**src/rtl/bit_balance_tracker_pkg.sv**
```systemverilog
// Shared constants for the bit balance tracker: FSM state codes, defaults and
// widths of the summary-record fields.
package bit_balance_tracker_pkg;

  localparam int DEF_CNT_W  = 8;
  localparam int DEF_THRESH = 16;
  localparam int BYTE_W     = 8;
  localparam int POP_W      = 4;

  localparam logic [1:0] ST_IDLE   = 2'd0;
  localparam logic [1:0] ST_ACCUM  = 2'd1;
  localparam logic [1:0] ST_REPORT = 2'd2;

  // ones never exceeds 8*(2^cnt_w-1), so three extra bits suffice
  function automatic int ones_w(input int cnt_w);
    return cnt_w + 3;
  endfunction

  // one more bit than ones_w for the sign of the disparity
  function automatic int disp_w(input int cnt_w);
    return cnt_w + 4;
  endfunction

endpackage

```
**src/rtl/bit_balance_tracker_if.sv**
```systemverilog
// Byte-stream input and summary-record output of the bit balance tracker.
interface bit_balance_tracker_if
  import bit_balance_tracker_pkg::*;
#(
  parameter int CNT_W = DEF_CNT_W
);
  logic                  in_valid;
  logic                  in_ready;
  logic [BYTE_W-1:0]     in_data;
  logic                  in_last;
  logic                  out_valid;
  logic                  out_ready;
  logic [CNT_W+2:0]      out_ones;
  logic [CNT_W-1:0]      out_bytes;
  logic [CNT_W+3:0]      out_disp;
  logic [CNT_W+3:0]      out_peak;
  logic                  out_balanced;
  logic                  out_alarm;
  logic                  out_len_err;

  modport master (
    output in_valid, in_data, in_last, out_ready,
    input  in_ready, out_valid, out_ones, out_bytes, out_disp, out_peak,
           out_balanced, out_alarm, out_len_err
  );

  modport slave (
    input  in_valid, in_data, in_last, out_ready,
    output in_ready, out_valid, out_ones, out_bytes, out_disp, out_peak,
           out_balanced, out_alarm, out_len_err
  );
endinterface

```
**src/rtl/bit_balance_tracker_byte_popcount.sv**
```systemverilog
// Combinational set-bit counter for one byte (result 0..8).
module bit_balance_tracker_byte_popcount
  import bit_balance_tracker_pkg::*;
(
  input  logic [BYTE_W-1:0] data,
  output logic [POP_W-1:0]  count
);

  always_comb begin
    count = '0;
    for (int i = 0; i < BYTE_W; i++) begin
      count = count + POP_W'(data[i]);
    end
  end

endmodule

```
**src/rtl/bit_balance_tracker.sv**
```systemverilog
// Per-frame bit balance monitor: accumulates ones, byte count, running
// disparity and peak |disparity|, then holds one summary record until taken.
//
// state     | meaning
// ----------+-----------------------------------------------------------
// ST_IDLE   | waiting for first byte; record fields hold last frame
// ST_ACCUM  | frame in progress, accumulating each accepted byte
// ST_REPORT | record valid, input stalled until out_ready
module bit_balance_tracker
  import bit_balance_tracker_pkg::*;
#(
  parameter int CNT_W  = DEF_CNT_W,
  parameter int THRESH = DEF_THRESH
) (
  input logic                  clk,
  input logic                  rst_n,
  bit_balance_tracker_if.slave bus
);

  localparam int                OW        = ones_w(CNT_W);
  localparam int                DW        = disp_w(CNT_W);
  localparam logic [CNT_W-1:0]  MAX_BYTES = '1;
  localparam logic [31:0]       THR       = THRESH;

  logic [1:0]           state, state_nx;
  logic [OW-1:0]        ones, ones_nx;
  logic [CNT_W-1:0]     nbytes, nbytes_nx;
  logic signed [DW-1:0] disp, disp_nx, d, disp_sum;
  logic [DW-1:0]        peak, peak_nx, disp_abs;
  logic                 len_err, len_err_nx;
  logic                 balanced, alarm;
  logic [POP_W-1:0]     pop;
  logic                 accept;

  bit_balance_tracker_byte_popcount u_popcount (
    .data  (bus.in_data),
    .count (pop)
  );

  assign accept   = bus.in_valid & bus.in_ready;
  // d = 2*pop - 8 in two's complement
  assign d        = DW'({pop, 1'b0}) - DW'(8);
  assign disp_sum = (state == ST_IDLE) ? d : disp + d;
  assign disp_abs = disp_sum[DW-1] ? -disp_sum : disp_sum;

  always_comb begin
    state_nx   = state;
    ones_nx    = ones;
    nbytes_nx  = nbytes;
    disp_nx    = disp;
    peak_nx    = peak;
    len_err_nx = len_err;
    case (state)
      ST_IDLE: begin
        if (accept) begin
          ones_nx    = OW'(pop);
          nbytes_nx  = CNT_W'(1);
          disp_nx    = disp_sum;
          peak_nx    = disp_abs;
          len_err_nx = 1'b0;
          state_nx   = bus.in_last ? ST_REPORT : ST_ACCUM;
        end
      end
      ST_ACCUM: begin
        if (accept) begin
          // bytes past the length limit are swallowed, not accumulated
          if (nbytes == MAX_BYTES) begin
            len_err_nx = 1'b1;
          end else begin
            ones_nx   = ones + OW'(pop);
            nbytes_nx = nbytes + CNT_W'(1);
            disp_nx   = disp_sum;
            if (disp_abs > peak) peak_nx = disp_abs;
          end
          if (bus.in_last) state_nx = ST_REPORT;
        end
      end
      ST_REPORT: begin
        if (bus.out_ready) state_nx = ST_IDLE;
      end
      default: state_nx = ST_IDLE;
    endcase
  end

  always_ff @(posedge clk or negedge rst_n) begin
    if (!rst_n) begin
      state    <= ST_IDLE;
      ones     <= '0;
      nbytes   <= '0;
      disp     <= '0;
      peak     <= '0;
      len_err  <= 1'b0;
      balanced <= 1'b0;
      alarm    <= 1'b0;
    end else begin
      state   <= state_nx;
      ones    <= ones_nx;
      nbytes  <= nbytes_nx;
      disp    <= disp_nx;
      peak    <= peak_nx;
      len_err <= len_err_nx;
      // flags only move with the data so the reset record stays all-zero
      if (accept) begin
        balanced <= (disp_nx == '0);
        alarm    <= (32'(peak_nx) > THR);
      end
    end
  end

  assign bus.in_ready     = (state != ST_REPORT);
  assign bus.out_valid    = (state == ST_REPORT);
  assign bus.out_ones     = ones;
  assign bus.out_bytes    = nbytes;
  assign bus.out_disp     = disp;
  assign bus.out_peak     = peak;
  assign bus.out_balanced = balanced;
  assign bus.out_alarm    = alarm;
  assign bus.out_len_err  = len_err;

endmodule
```
**src/flat_wrapper.sv**
```systemverilog
// flat-port wrapper written by rule: the top's interface ports become plain ports
module bit_balance_tracker_flat import bit_balance_tracker_pkg::*;
#(
  parameter int CNT_W  = DEF_CNT_W,
  parameter int THRESH = DEF_THRESH
)
  (clk, rst_n, bus_in_valid, bus_in_data, bus_in_last, bus_out_ready, bus_in_ready, bus_out_valid, bus_out_ones, bus_out_bytes, bus_out_disp, bus_out_peak, bus_out_balanced, bus_out_alarm, bus_out_len_err);
  bit_balance_tracker_if #(.CNT_W(CNT_W)) bus_i ();
  input logic clk;
  input logic rst_n;
  input wire logic [$bits(bus_i.in_valid)-1:0] bus_in_valid;
  input wire logic [$bits(bus_i.in_data)-1:0] bus_in_data;
  input wire logic [$bits(bus_i.in_last)-1:0] bus_in_last;
  input wire logic [$bits(bus_i.out_ready)-1:0] bus_out_ready;
  output wire logic [$bits(bus_i.in_ready)-1:0] bus_in_ready;
  output wire logic [$bits(bus_i.out_valid)-1:0] bus_out_valid;
  output wire logic [$bits(bus_i.out_ones)-1:0] bus_out_ones;
  output wire logic [$bits(bus_i.out_bytes)-1:0] bus_out_bytes;
  output wire logic [$bits(bus_i.out_disp)-1:0] bus_out_disp;
  output wire logic [$bits(bus_i.out_peak)-1:0] bus_out_peak;
  output wire logic [$bits(bus_i.out_balanced)-1:0] bus_out_balanced;
  output wire logic [$bits(bus_i.out_alarm)-1:0] bus_out_alarm;
  output wire logic [$bits(bus_i.out_len_err)-1:0] bus_out_len_err;
  assign bus_i.in_valid = bus_in_valid;
  assign bus_i.in_data = bus_in_data;
  assign bus_i.in_last = bus_in_last;
  assign bus_i.out_ready = bus_out_ready;
  assign bus_in_ready = bus_i.in_ready;
  assign bus_out_valid = bus_i.out_valid;
  assign bus_out_ones = bus_i.out_ones;
  assign bus_out_bytes = bus_i.out_bytes;
  assign bus_out_disp = bus_i.out_disp;
  assign bus_out_peak = bus_i.out_peak;
  assign bus_out_balanced = bus_i.out_balanced;
  assign bus_out_alarm = bus_i.out_alarm;
  assign bus_out_len_err = bus_i.out_len_err;
  bit_balance_tracker #(.CNT_W(CNT_W), .THRESH(THRESH)) u_core (.clk(clk), .rst_n(rst_n), .bus(bus_i));
endmodule
```
**config.mk**
```make
export PLATFORM = sky130hd
export DESIGN_NAME = bit_balance_tracker_flat
export DESIGN_NICKNAME = d
export VERILOG_FILES = /design/src/rtl/bit_balance_tracker_pkg.sv /design/src/rtl/bit_balance_tracker_if.sv /design/src/rtl/bit_balance_tracker_byte_popcount.sv /design/src/rtl/bit_balance_tracker.sv /design/src/flat_wrapper.sv
export SDC_FILE = /design/constraint.sdc
export NUM_CORES = 1
export LEC_CHECK = 0
export ABC_AREA = 1
export CAP_MARGIN = 20
export CORE_MARGIN = 4
export CORE_UTILIZATION = 36
export DETAILED_ROUTE_END_ITERATION = 12
export GPL_TIMING_DRIVEN = 1
export SLEW_MARGIN = 20
export SYNTH_ARGS = -nofsm -noshare
export SYNTH_HDL_FRONTEND = slang
export SYNTH_SLANG_ARGS = --single-unit
```
**constraint.sdc**
```tcl
create_clock -name clk -period 6.74 [get_ports clk]
set_input_delay 1.011 -clock clk [delete_from_list [all_inputs] [get_ports clk]]
set_output_delay 1.011 -clock clk [all_outputs]
set_load 0.01 [all_outputs]
```
# Yosys cells after proc, flatten, opt, wreduce, memory -nomap -nowiden
# Index checks and enable logic that the tools add are counted.
[totals]
register_bits = 48
output_inout_bits = 48
input_bits = 13
elab_cells = 68
[classes]
eq_ne = 10
n_mux = 29
n_lt_le_gt_ge = 2
n_bitwise = 1
n_reduce_logical = 6
addsub = 12
[op_table]
columns = ["cell", "n"]
rows = [
  ["12-bit 2-to-1 mux", 9],
  ["12-bit one-hot mux with 2 select lines", 2],
  ["11-bit 2-to-1 mux", 3],
  ["8-bit 2-to-1 mux", 3],
  ["11-bit one-hot mux with 2 select lines", 1],
  ["4-bit by 1-bit adder with 4-bit output", 4],
  ["8-bit one-hot mux with 2 select lines", 1],
  ["12-bit adder", 1],
  ["12-bit greater-than comparator", 1],
  ["12-bit by 5-bit greater-than comparator with 1-bit output, second input constant", 1],
  ["12-bit zero test", 1],
  ["12-bit negation", 1],
  ["4-bit AND reduction", 3],
  ["11-bit by 4-bit adder with 11-bit output", 1],
  ["2-bit 2-to-1 mux", 5],
  ["8-bit by 1-bit adder with 8-bit output, second input constant", 1],
  ["8-bit equality test, second input constant", 1],
  ["2-bit != test, second input constant", 4],
  ["2-bit by 1-bit != test with 1-bit output, second input constant", 3],
  ["2-bit one-hot mux with 3 select lines", 1],
  ["5-bit by 4-bit subtractor with 6-bit output, second input constant", 1],
  ["3-bit by 1-bit adder with 4-bit output", 1],
  ["2-bit by 1-bit adder with 3-bit output", 1],
  ["1-bit 2-to-1 mux", 3],
  ["7 further kinds", 7],
]

# Depth between registers and ports, before layout
[logic_depth]
ltp_word = 18
ltp_mapped = 49
ltp_nobuf = 48

# Modules after synthesis
# From an unflattened synthesis, not the netlist that was laid out.
[unflattened]
cells_unflattened = 669
area_unflattened_um2 = 4484.3
[modules_own_cells]
columns = ["mod", "area_each_um2", "n_inst", "cells_per_inst", "seq_area_each_um2"]
rows = [
  ["bit_balance_tracker", 4282.9, 1, 640, 1201.2],
  ["bit_balance_tracker_byte_popcount", 201.4, 1, 29, 0.0],
]

# Worst setup path before layout
# Ideal clock, no wire load.
[synth_path]
path_kind = "input to register"
start = "in bus_in_data[0]"
end = "reg u_core.alarm, in the netlist u_core.bus.out_alarm"
n_path_buf = 2
required_time_ns = 6.627
arrival_time_ns = 6.804
setup_slack_ns = -0.177
stages = 43
setup_time_ns = 0.113
cell_sequence = "inv_1 > fa_1 > fa_1 > fa_1 > inv_1 > ha_1 > inv_1 > fa_1 > nand2_1 > nand2_1 > ha_1 > inv_1 > ha_1 > nand4_1 > nand2_1 > nand2_1 > nand2_1 > nand2_1 > (+7 left out) > nand2_1 > inv_1 > ha_1 > a21oi_1 > nor2_1 > a211oi_1 > a31oi_1 > nand2_1 > clkbuf_1 > a21oi_1 > nand2_1 > nand2_1 > nor2_1 > nand3_1 > nor2_1 > nand3_1 > nand2_1 > inv_1"
[synth_via]
elab_chain_cells = 18
word_cells_on_any_way = 19
cone_classes = "10 x add/sub; 2 x order compare; 7 x mux"
[synth_rtl]
columns = ["item", "line_no", "source"]
rows = [
  ["start: declaration", "flat_wrapper.sv:12", "input wire logic [$bits(bus_i.in_data)-1:0] bus_in_data;"],
  ["1-bit by 1-bit adder with 2-bit output (*)", "bit_balance_tracker_byte_popcount.sv:12", "count = count + POP_W'(data[i]);"],
  ["2-bit by 1-bit adder with 3-bit output (*)", "bit_balance_tracker_byte_popcount.sv:12", ""],
  ["3-bit by 1-bit adder with 4-bit output (*)", "bit_balance_tracker_byte_popcount.sv:12", ""],
  ["4-bit by 1-bit adder with 4-bit output (*) (4 in a row)", "bit_balance_tracker_byte_popcount.sv:12", ""],
  ["5-bit by 4-bit subtractor with 6-bit output (*)", "bit_balance_tracker.sv:42", "assign d = DW'({pop, 1'b0}) - DW'(8);"],
  ["12-bit adder", "bit_balance_tracker.sv:43", "assign disp_sum = (state == ST_IDLE) ? d : disp + d;"],
  ["12-bit 2-to-1 mux (*)", "bit_balance_tracker.sv:43", ""],
  ["12-bit negation", "bit_balance_tracker.sv:44", "assign disp_abs = disp_sum[DW-1] ? -disp_sum : disp_sum;"],
  ["12-bit 2-to-1 mux (*)", "bit_balance_tracker.sv:44", ""],
  ["12-bit greater-than comparator", "bit_balance_tracker.sv:73", "if (disp_abs > peak) peak_nx = disp_abs;"],
  ["12-bit 2-to-1 mux", "bit_balance_tracker.sv:73", ""],
  ["12-bit 2-to-1 mux", "bit_balance_tracker.sv:67", "if (nbytes == MAX_BYTES) begin"],
  ["12-bit 2-to-1 mux", "bit_balance_tracker.sv:65", "if (accept) begin"],
  ["12-bit one-hot mux with 2 select lines (*)", "bit_balance_tracker.sv:53", "case (state)"],
  ["12-bit by 5-bit greater-than comparator with 1-bit output (*)", "bit_balance_tracker.sv:105", "alarm <= (32'(peak_nx) > THR);"],
  ["end signal: assignment", "bit_balance_tracker.sv:105", ""],
  ["end: declaration", "bit_balance_tracker.sv:31", "logic balanced, alarm;"],
]
# Mark *: on every way between the ends. The rest lies on a longest branch, timed or not.
# A chain may end at the register's enable or synchronous reset.

# Worst setup path after layout
[layout_path]
start = "in bus_in_data[3]"
end = "reg u_core.alarm, in the netlist u_core.bus.out_alarm"
[layout_via]
elab_chain_cells = 16
word_cells_on_any_way = 17
cone_classes = "8 x add/sub; 2 x order compare; 7 x mux"
[layout_rtl]
columns = ["item", "line_no", "source"]
rows = [
  ["3-bit by 1-bit adder with 4-bit output (*)", "bit_balance_tracker_byte_popcount.sv:12", ""],
  ["4-bit by 1-bit adder with 4-bit output (*) (4 in a row)", "bit_balance_tracker_byte_popcount.sv:12", ""],
  ["5-bit by 4-bit subtractor with 6-bit output (*)", "bit_balance_tracker.sv:42", ""],
  ["12-bit adder", "bit_balance_tracker.sv:43", ""],
  ["12-bit 2-to-1 mux (*)", "bit_balance_tracker.sv:43", ""],
  ["12-bit negation", "bit_balance_tracker.sv:44", ""],
  ["12-bit 2-to-1 mux (*)", "bit_balance_tracker.sv:44", ""],
  ["12-bit greater-than comparator", "bit_balance_tracker.sv:73", ""],
  ["12-bit 2-to-1 mux", "bit_balance_tracker.sv:73", ""],
  ["12-bit 2-to-1 mux", "bit_balance_tracker.sv:67", ""],
  ["12-bit 2-to-1 mux", "bit_balance_tracker.sv:65", ""],
  ["12-bit one-hot mux with 2 select lines (*)", "bit_balance_tracker.sv:53", ""],
  ["named net u_core.peak_nx[6]", "bit_balance_tracker.sv:29", "logic [DW-1:0] peak, peak_nx, disp_abs;"],
  ["12-bit by 5-bit greater-than comparator with 1-bit output (*)", "bit_balance_tracker.sv:105", ""],
]
# The timed path passes the listed nets; every way through them passes the cells marked *.

==> results.toml <==
[clock_network]
cts_tree = "built"
path_clk_slew_ps = 60
cts-buffers-inserted = 5
cts_root_buf = "clkbuf_16"
clk_path_buf_depth = 2
numClockSinks = 48
clock_latency_ps = 300
htreeDepth = 2

[floorplanning]
die_w_microns = 120
io_pins = 61
die-area_sq_um = 14400
die_height_microns = 120
rows = 40
start_util_pct = 37.1
core-area_sq_um = 12200

[worst_setup_path]
cpMaxStageDelayCell = "fa_1"
r2r-end = "u_core.bus.out_alarm$_DFFE_PN0P_"
r2r_setup_slack_ps = 1820
crit_path_start_kind = "input pin"
reg2regPathDepth = 29
timing.rr.start = "u_core.state[1]$_DFFE_PN0P_"
path_common_cell = "nand2_1"
criticalPathCategory = "in2reg"
endpoint_kind = "flip-flop"
worstPathRequired_ps = 6930
cpPeakStageDelay_ps = 540
critPathMaxFanout = 6
crit_arrival_ps = 7010

[power]
irDropWorstVdd_mv = 0.432
p_leak_nw = 3.47
powerDensity_nw_per_um2 = 629

[yosys]
synth_cell_types = 44
netlist_area_sq_um = 4510
synth_enable_flop_cells = 0
yosysSeqAreaShare_pct = 26.6
netlist.area_leader.share_pct = 26.6
yosys_most_used_dff = "dfrtp_1"
yosys_warnings = 0
syn-mean-instance-area_sq_um = 6.29
synth_seq_cells = 48
synth.largest_area_cell = "dfrtp_1"
syn_inst = 717
async_flop_share_pct = 100
syn-num-nets = 762
netlist_top_cells_area = "dfrtp_1, nand2_1, inv_1"

[timing]
layout_min_cycle_time_ps = 6820
worst_pin_slew_ps = 1040
setup-violations-final = 2
slew_headroom_pct = 30.9
clock_skew_ps = 15.4
fin_crit_sh_pct = 101
setup_slack_ps = -82.0
slew_viol_final = 0
max_freq_ghz = 0.147
tns_ps = -143
finalHoldViolCount = 0
rsz0062_at_grt = "true"

[grt]
gr-total-overflow = 0
grt_pass1_wl_mm = 25.5
grt_start_max_net_pins = 49
antenna_found_initial = 0
grt_pass1_vias = 5418
track_usage_pct = 21.5

[place]
placed_cell_area_sq_um = 6020
io_buffers = 60
gp_congestion = 0.871
dp_hpwl_mm = 10.9
place_inst = 1028

[hold_path]
holdCritPathClass = "reg2reg"
min_path_cells = 1
worstHoldStart = "u_core.bus.out_bytes[3]$_DFFE_PN0P_"
min_delay_worst_endpoint = "u_core.bus.out_bytes[3]$_DFFE_PN0P_"

[layout]
final_util_pct = 57.8
design_area_sq_um = 7030
multi_input_area_sq_um = 3300
n_antenna_cell = 0
ff_latch_area_sq_um = 1200
final_common_cell = "nand2_1"
final_cells = 1073
final_cell_mix = "nand2_1, buf_4, inv_1"
fin_nets = 949
drive_above_1_share_pct = 32.7
syn2layout_area_growth_pct = 55.9
nFillCells = 1166

[route]
drt_iter0_drc = 392
vias = 5474
dr.pass1.iters = 5
routedWlPerCell_microns = 14.6
drt_drc_violations_left = 0
drt_wl_total_mm = 15.7
drtAntennaViolNets = 0
avgViaCountPerCell = 5.10

[outcome]
violations = "negative setup slack"
outcome = "finished with violations"

[job]
cap_violations = 0
==> stage by stage <==
step	setup slack (ps)	total power [W]	hold slack, ps
floorplan	2.90	0.00199	519
global placement	-958	0.00315	500
detailed placement	-1040	0.00317	503
CTS	-130	0.00397	521
global route	-433	0.00480	550
finish	-82.0	0.00442	518
==> final cells by class <==
type	instances	area share [%]
repair buffers	198	23.6
clock inverters	2	0.552
well taps	168	2.99
flip-flops and latches	48	17.1
clock buffers	6	1.98
multi-input cells	528	46.9
inverters	123	6.85
==> synth_stat cells (all sizes together), types with 2 or more instances <==
cell type and instances:
or2 4, inv 120, ha 26, o21a 2, o21ai 43, clkinv 3
o221ai 3, a31oi 3, o211ai 6, nor3 6, nand3 64, buf 5
dfrtp 48, a211oi 4, nand4 9, fa 6, nor2 62, nand2 216
xor2 3, clkbuf 13, a21oi 63
==> worst max-delay path, delay by kind of cell <==
| kind | cells | cell delay [ps] |
|---|---|---|
| AO/OA/AOI/OAI | 3 | 200 |
| buffers and inverters | 11 | 950 |
| AND/OR/NAND/NOR | 21 | 2050 |
| adder cells (fa/ha/maj) | 8 | 2780 |
==> worst max-delay path by stage <==
stage / endpoint / from / depth (start not counted) / slack, ps
4_1_cts: u_core.bus.out_alarm$_DFFE_PN0P_ / bus_in_data[3] / 48 / -130
2_1_floorplan: u_core.bus.out_alarm$_DFFE_PN0P_ / bus_in_data[0] / 43 / 3
3_3_place_gp: u_core.bus.out_alarm$_DFFE_PN0P_ / bus_in_data[0] / 44 / -960
3_5_place_dp: u_core.bus.out_alarm$_DFFE_PN0P_ / bus_in_data[0] / 44 / -1040
6_report: u_core.bus.out_alarm$_DFFE_PN0P_ / bus_in_data[3] / 43 / -80
5_1_grt: u_core.bus.out_alarm$_DFFE_PN0P_ / bus_in_data[3] / 44 / -430
==> logic make-up after synthesis <==
logic type / count (synthesis) / share of synthesized area, %
AOI/OAI and AO/OA: 128 / 15.6
and+or+nand+nor: 364 / 34.6
xor gates and xnor gates: 4 / 0.943
DFF: 48 / 26.6
adders and majority gates: 32 / 9.88
buffers and inverters: 141 / 12.3
==> report_power, final <==
| part | internal (W) | leakage [nW] | switching, W |
|---|---|---|---|
| sequential | 0.000386 | 0.602 | 0.000129 |
| combinational | 0.00176 | 2.78 | 0.00184 |
| clock | 0.000186 | 0.0871 | 0.000122 |
==> state kept, by name, summed over array words and instances (netlist names) <==
register	flops
u_core.bus.out_alarm	1
u_core.bus.out_balanced	1
u_core.bus.out_bytes	8
u_core.bus.out_disp	12
u_core.bus.out_len_err	1
u_core.bus.out_ones	11
u_core.bus.out_peak	12
u_core.state	2
==> layer usage <==
metal  vias to the layer above  GRT usage [%]  routed length, microns
met1                      2578           28.3                    6940
met3                        23           3.06                     870
met4                         0           5.73                     233
li1                       2676              -                       -
met5                         -              0                       0
met2                       197           36.7                    7630
==> timing repair <==
action | in CTS | in global routing
endpoints found under the setup margin | 13 | 13
pin swaps | 58 | 61
buffers inserted | 27 | 12
hold buffers | 0 | 0
gates resized for setup | 91 | 72
gates cloned | 1 | 0
No activity file was read; power rests on OpenSTA's default activity.
